===== config.mk =====
export PLATFORM = sky130hd
export DESIGN_NAME = plab5_mcore_mem_part_router
export DESIGN_NICKNAME = d
export VERILOG_FILES = /design/src/rtl/plab5_mcore_mem_part_router.sv
export SDC_FILE = /design/constraint.sdc
export NUM_CORES = 1
export LEC_CHECK = 0
export CAP_MARGIN = 30
export CORE_AREA = 4 4 162 164
export DETAILED_ROUTE_END_ITERATION = 16
export DIE_AREA = 0 0 166 168
export HOLD_SLACK_MARGIN = 0.15
export MAX_ROUTING_LAYER = met4
export SYNTH_ARGS = -nofsm -noshare
export SYNTH_HDL_FRONTEND = slang
export SYNTH_SLANG_ARGS = --single-unit
export TNS_END_PERCENT = 5

===== constraint.sdc =====
create_clock -name clk -period 6.6 [get_ports clk]
set_clock_uncertainty 0.15 [all_clocks]
set_input_delay 0.66 -clock clk [delete_from_list [all_inputs] [get_ports clk]]
set_output_delay 0.66 -clock clk [all_outputs]
set_load 0.02 [all_outputs]

===== src/rtl/plab5_mcore_mem_part_router.sv =====
// Routes memory requests to one of four partitions after a per-partition security check, answers denied requests locally,
// and returns all responses in request order. Define PLAB5_MCORE_ROUTER_VIOLATION_CNT_EN to add viol_count/viol_addr outputs.
module plab5_mcore_mem_part_router #(
    parameter int p_opaque_nbits = 8,
    parameter int p_addr_nbits   = 32,
    parameter int p_data_nbits   = 32,
    parameter int p_part_lsb     = 14,
    parameter int p_max_reqs     = 4,
    localparam int c_len_nbits   = $clog2(p_data_nbits / 8),
    localparam int c_req_cn      = 3 + p_opaque_nbits + p_addr_nbits + c_len_nbits,
    localparam int c_resp_cn     = 3 + p_opaque_nbits + 2 + c_len_nbits
) (
    input  logic                       clk,
    input  logic                       reset,
    input  logic                       cfg_wen,
    input  logic [1:0]                 cfg_idx,
    input  logic                       cfg_sec,
    output logic [3:0]                 part_sec,
    input  logic                       req_val,
    output logic                       req_rdy,
    input  logic [c_req_cn-1:0]        req_control,
    input  logic [p_data_nbits-1:0]    req_data,
    input  logic                       req_sec,
    output logic                       resp_val,
    input  logic                       resp_rdy,
    output logic [c_resp_cn-1:0]       resp_control,
    output logic [p_data_nbits-1:0]    resp_data,
    output logic [3:0]                 part_req_val,
    input  logic [3:0]                 part_req_rdy,
    output logic [c_req_cn-1:0]        part_req_control,
    output logic [p_data_nbits-1:0]    part_req_data,
    input  logic [3:0]                 part_resp_val,
    output logic [3:0]                 part_resp_rdy,
    input  logic [4*c_resp_cn-1:0]     part_resp_control,
    input  logic [4*p_data_nbits-1:0]  part_resp_data
`ifdef PLAB5_MCORE_ROUTER_VIOLATION_CNT_EN
    ,
    output logic [15:0]                viol_count,
    output logic [p_addr_nbits-1:0]    viol_addr
`endif
);

    localparam int c_ptr_nbits = $clog2(p_max_reqs);
    localparam int c_ent_nbits = 1 + 2 + 3 + p_opaque_nbits + c_len_nbits;
    localparam logic [c_ptr_nbits:0] c_full = (c_ptr_nbits + 1)'(p_max_reqs);

    localparam logic [2:0] c_type_read  = 3'd0;
    localparam logic [2:0] c_type_write = 3'd1;
    localparam logic [2:0] c_type_init  = 3'd2;
    localparam logic [2:0] c_type_add   = 3'd3;
    localparam logic [2:0] c_type_and   = 3'd4;
    localparam logic [2:0] c_type_or    = 3'd5;

    logic [3:0]             part_sec_reg;
    logic [c_ptr_nbits:0]   count_reg;
    logic [c_ptr_nbits-1:0] wr_ptr_reg;
    logic [c_ptr_nbits-1:0] rd_ptr_reg;
    logic [c_ent_nbits-1:0] fifo_mem [p_max_reqs];

    // Request decode: control layout is {type, opaque, addr, len}
    logic [2:0]                req_type;
    logic [p_opaque_nbits-1:0] req_opaque;
    logic [c_len_nbits-1:0]    req_len;
    logic [1:0]                req_dest;
    logic                      req_allowed;
    logic                      req_denied;
    logic                      fifo_full;
    logic                      fifo_empty;
    logic                      enq;
    logic                      deq;

    assign req_type   = req_control[c_req_cn-1 -: 3];
    assign req_opaque = req_control[c_req_cn-4 -: p_opaque_nbits];
    assign req_len    = req_control[c_len_nbits-1:0];
    assign req_dest   = req_control[c_len_nbits + p_part_lsb +: 2];

    always_comb begin
        req_allowed = 1'b0;
        case (req_type)
            c_type_read:  req_allowed = (req_sec >= part_sec_reg[req_dest]);
            c_type_write,
            c_type_init,
            c_type_add,
            c_type_and,
            c_type_or:    req_allowed = (req_sec == part_sec_reg[req_dest]);
            default:      req_allowed = 1'b0;
        endcase
    end

    assign req_denied = !req_allowed;
    assign fifo_full  = (count_reg == c_full);
    assign fifo_empty = (count_reg == '0);

    // Full blocks acceptance outright, even when the head drains this cycle
    assign req_rdy = reset && !fifo_full && (req_denied || part_req_rdy[req_dest]);
    assign enq     = req_val && req_rdy;

    assign part_req_control = req_control;
    assign part_req_data    = req_data;

    // FIFO head decode: entry layout is {denied, dest, type, opaque, len}
    logic [c_ent_nbits-1:0]    head_ent;
    logic                      head_denied;
    logic [1:0]                head_dest;
    logic [2:0]                head_type;
    logic [p_opaque_nbits-1:0] head_opaque;
    logic [c_len_nbits-1:0]    head_len;

    assign head_ent    = fifo_mem[rd_ptr_reg];
    assign head_denied = head_ent[c_ent_nbits-1];
    assign head_dest   = head_ent[c_ent_nbits-2 -: 2];
    assign head_type   = head_ent[c_ent_nbits-4 -: 3];
    assign head_opaque = head_ent[c_len_nbits +: p_opaque_nbits];
    assign head_len    = head_ent[c_len_nbits-1:0];

    logic [c_resp_cn-1:0]    part_resp_control_arr [4];
    logic [p_data_nbits-1:0] part_resp_data_arr [4];

    generate
        for (genvar gi = 0; gi < 4; gi++) begin : g_part
            assign part_req_val[gi] = reset && !fifo_full && req_allowed && (req_dest == 2'(gi)) && req_val;
            assign part_resp_rdy[gi] = reset && !fifo_empty && !head_denied && (head_dest == 2'(gi)) && resp_rdy;
            assign part_resp_control_arr[gi] = part_resp_control[gi*c_resp_cn +: c_resp_cn];
            assign part_resp_data_arr[gi]    = part_resp_data[gi*p_data_nbits +: p_data_nbits];
        end
    endgenerate

    assign resp_val     = reset && !fifo_empty && (head_denied || part_resp_val[head_dest]);
    assign resp_control = head_denied ? {head_type, head_opaque, 2'b00, head_len}
                                      : part_resp_control_arr[head_dest];
    assign resp_data    = head_denied ? '0 : part_resp_data_arr[head_dest];
    assign deq          = resp_val && resp_rdy;

    assign part_sec = part_sec_reg;

    always_ff @(posedge clk) begin
        if (!reset) begin
            count_reg    <= '0;
            wr_ptr_reg   <= '0;
            rd_ptr_reg   <= '0;
            part_sec_reg <= 4'b0000;
        end else begin
            if (enq) wr_ptr_reg <= wr_ptr_reg + 1'b1;
            if (deq) rd_ptr_reg <= rd_ptr_reg + 1'b1;
            if (enq && !deq)      count_reg <= count_reg + 1'b1;
            else if (!enq && deq) count_reg <= count_reg - 1'b1;
            if (cfg_wen) part_sec_reg[cfg_idx] <= cfg_sec;
        end
    end

    // Entry storage needs no reset: occupancy alone decides what is valid
    always_ff @(posedge clk) begin
        if (enq) fifo_mem[wr_ptr_reg] <= {req_denied, req_dest, req_type, req_opaque, req_len};
    end

`ifdef PLAB5_MCORE_ROUTER_VIOLATION_CNT_EN
    logic [15:0]             viol_count_reg;
    logic [p_addr_nbits-1:0] viol_addr_reg;

    always_ff @(posedge clk) begin
        if (!reset) begin
            viol_count_reg <= '0;
            viol_addr_reg  <= '0;
        end else if (enq && req_denied) begin
            if (viol_count_reg != 16'hFFFF) viol_count_reg <= viol_count_reg + 16'd1;
            viol_addr_reg <= req_control[c_len_nbits +: p_addr_nbits];
        end
    end

    assign viol_count = viol_count_reg;
    assign viol_addr  = viol_addr_reg;
`endif

endmodule


==> results_dict.tcl <==
set metrics [dict create \
    outcome "finished, final reports clean" \
    min_period_over_period_pct 69.28 \
    wl_met2_mm 10.25 \
    required_ns 5.79 \
    grtUsageTotal_pct 14.32 \
    antennaDiodeCount 0 \
    hpwl_mm 16.69 \
    dr_wl_met3_mm 2.071 \
    highest-signal-layer "met4" \
    powerDensity_nw_per_um2 238.4 \
    cts-resized-gates 0 \
    synth.area.top_cells "edfxtp_1 36%, mux4_2 27%, buf_4 11%" \
    fp.dieArea_um2 27890 \
    min_path_cells 1 \
    setup_viol 0 \
    first_pass_iters 4 \
    switchingPower_uw 646.8 \
    crit_type "in -> out" \
    end_kind "output pin" \
    area_growth_pct 55.70 \
    cts_setup_buffers 0 \
    antenna_left 0 \
    stdcell_area_um2 8317 \
    start_util_pct 21.46 \
    fin_crit_ns 4.572 \
    row_count 58 \
    place_area_um2 8035 \
    grt_overflow 0 \
    vias 4019 \
    synth_top_cell_by_area "edfxtp_1" \
    cp_cell_sequence "clkdlybuf4s50_1, mux4_2, ha_1, or3_1, a21oi_1, nor2_1, nor4b_1, clkdlybuf4s50_1" \
    drcViolationCount 0 \
    h-tree-depth 3 \
    die_x_um 166 \
    cts_sinks 77 \
    crit_fanout 11 \
    drive_gt1_share_pct 17.11 \
    slew_headroom_pct 41.16 \
    crit_path_start_kind "primary input" \
    wl_met1_mm 7.734 \
    ff2ff_setup_slack_ns 2.57 \
    mostFrequentLayoutCells "295 x clkdlybuf4s50_1, 64 x edfxtp_1, 63 x mux4_2" \
    fin_total_pwr_mw 1.983 \
    insertion_delay_ns 0.33 \
    layout.nets 880 \
    synthDominantCellAreaShare_pct 35.98 \
    port_buffers 295 \
    rsz0062_at_grt "no" \
    reg2regPathDepth 11 \
    yosysWarnings 0 \
    die_h_um 168 \
    synth.avg_cell_area_um2 14.13 \
    largest_reg_flops 64 \
    pwr-share-clk_pct 22.9 \
    grt_pass1_vias 4186 \
    hp-start "rd_ptr_reg[1]" \
    synth_cells 378 \
    cpMostUsedCell "clkdlybuf4s50_1" \
    clk_path_buf_depth 2 \
    slowest_delay_ns 0.71 \
    drt_iter0_markers 141 \
    grt_pass1_wl_mm 29.07 \
    syn-num-nets 667 \
    cts_root_buffer "clkbuf_16" \
    p_int_mw 1.336 \
    grt_start_max_net_pins 49 \
    routabilityCongestion 0.8690 \
    cts_tree "yes" \
    clk_pin_slew_ns 0.06 \
    cts_buffers 9 \
    avgViaCountPerCell 4.340 \
    ys.flop_type "edfxtp_1" \
    wirelength_mm 20.32 \
    power_leakage_nw 2.806 \
    core_area_um2 24890 \
    slew_violations 0 \
    drv_cap 0 \
    whs_endpoint "rd_ptr_reg[1]" \
    io-pin-count 420 \
    peakVddDrop_v 0.0001265 \
    async_flop_share_pct 0 \
    final_common_cell "clkdlybuf4s50_1" \
    pwr-share-comb_pct 48.7 \
    ctsHoldBuffers 0 \
    ys_seq_elements 77 \
    tightest_slew_ns 0.8826 \
    drt-wirelength-per-cell_um 21.95 \
    hold_path.class "reg -> reg" \
    hold_viol_final 0 \
    synthDistinctLibCells 38 \
    p_sw_share_pct 32.62 \
    r2r-end "count_reg[2]" \
    fin_tns_setup_ns 0 \
    antenna_found_initial 0 \
    arrival_ns 3.76 \
    seq_power_share_pct 28.4 \
    critPathSlowestCell "clkdlybuf4s50_1" \
    synth.cell_area_um2 5341 \
    synth_edf_count 64 \
    fmax_mhz 218.7 \
    yosysSeqAreaShare_pct 40.85 \
]
[through the flow]
stage / utilization [%] / setup WS, ns / std cells / hold slack, ns
after floorplan: - / 3.053 / 378 / 0.2766
after global placement: 32.28 / 2.030 / 910 / 0.2929
after detailed placement: 32.28 / 2.007 / 910 / 0.3176
after CTS: 33.41 / 1.914 / 926 / 0.3261
after global routing: 33.41 / 1.737 / 926 / 0.3496
final: 33.41 / 2.028 / 926 / 0.3155
[logic make-up (layout without fill, tap and decap cells)]
| logic type | count (synthesis) | count (layout) | synth area share (%) |
|---|---|---|---|
| mux | 92 | 92 | 32.61 |
| buf+inv | 104 | 322 | 13.75 |
| compound gates | 13 | 13 | 1.897 |
| fa+ha+maj | 7 | 7 | 1.780 |
| xor+xnor | 2 | 2 | 0.3280 |
| flops | 77 | 77 | 40.85 |
| simple gates | 83 | 83 | 8.784 |
[power groups by stage]
| stage | Combinational (mW) | Sequential, mW | Clock [mW] |
|---|---|---|---|
| after floorplan | 0.616 | 0.571 | 0 |
| after global placement | 0.988 | 0.573 | 0 |
| after detailed placement | 0.983 | 0.574 | 0 |
| after CTS | 0.989 | 0.563 | 0.472 |
| after global routing | 1.04 | 0.566 | 0.491 |
| final | 0.965 | 0.563 | 0.455 |
[synth_stat cells (all sizes together) (2+ instances only)]
master,number
a21oi,4
and3,8
buf,89
clkbuf,9
dfxtp,13
edfxtp,64
ha,6
inv,5
mux2,16
mux2i,12
mux4,64
nand2,9
nand3,4
nor2,12
nor2b,34
nor3,4
nor3b,2
nor4b,2
o21ai,3
or3,3
xor2,2
[critical path: cells and delay by family]
family | cells | cell delay [ns]
AO/OA/AOI/OAI | 1 | 0.22
adder cells (fa/ha/maj) | 1 | 0.18
buffers and inverters | 2 | 1.37
multiplexers | 1 | 0.55
AND/OR/NAND/NOR | 3 | 0.77
[routing by layer]
metal / GRT usage (%) / vias to the layer above
met4: 3.228 / 0
met5: - / -
met3: 5.799 / 24
met1: 16.78 / 1962
li1: - / 1808
met2: 23.30 / 225
[worst max-delay path by stage]
stage,to,start,depth (start not counted),slack (ns)
2_1_floorplan,part_req_val[2],req_control[16],6,3.05
3_3_place_gp,part_req_val[2],req_control[16],8,2.03
3_5_place_dp,part_req_val[2],req_control[16],8,2.01
4_1_cts,resp_data[22],flop,6,1.91
5_1_grt,resp_data[22],flop,6,1.74
6_report,part_req_val[2],req_control[16],8,2.03
[cell type report]
class,instances,area (µm²)
Fill cell,2455,16570
Sequential cell,77,2182
Inverter,6,22.52
Timing Repair Buffer,300,2990
Clock buffer,9,225.2
Multi-Input combinational cell,197,2427
Clock inverter,7,56.30
Tap cell,330,412.9
Power figures use the tool's default switching activity.
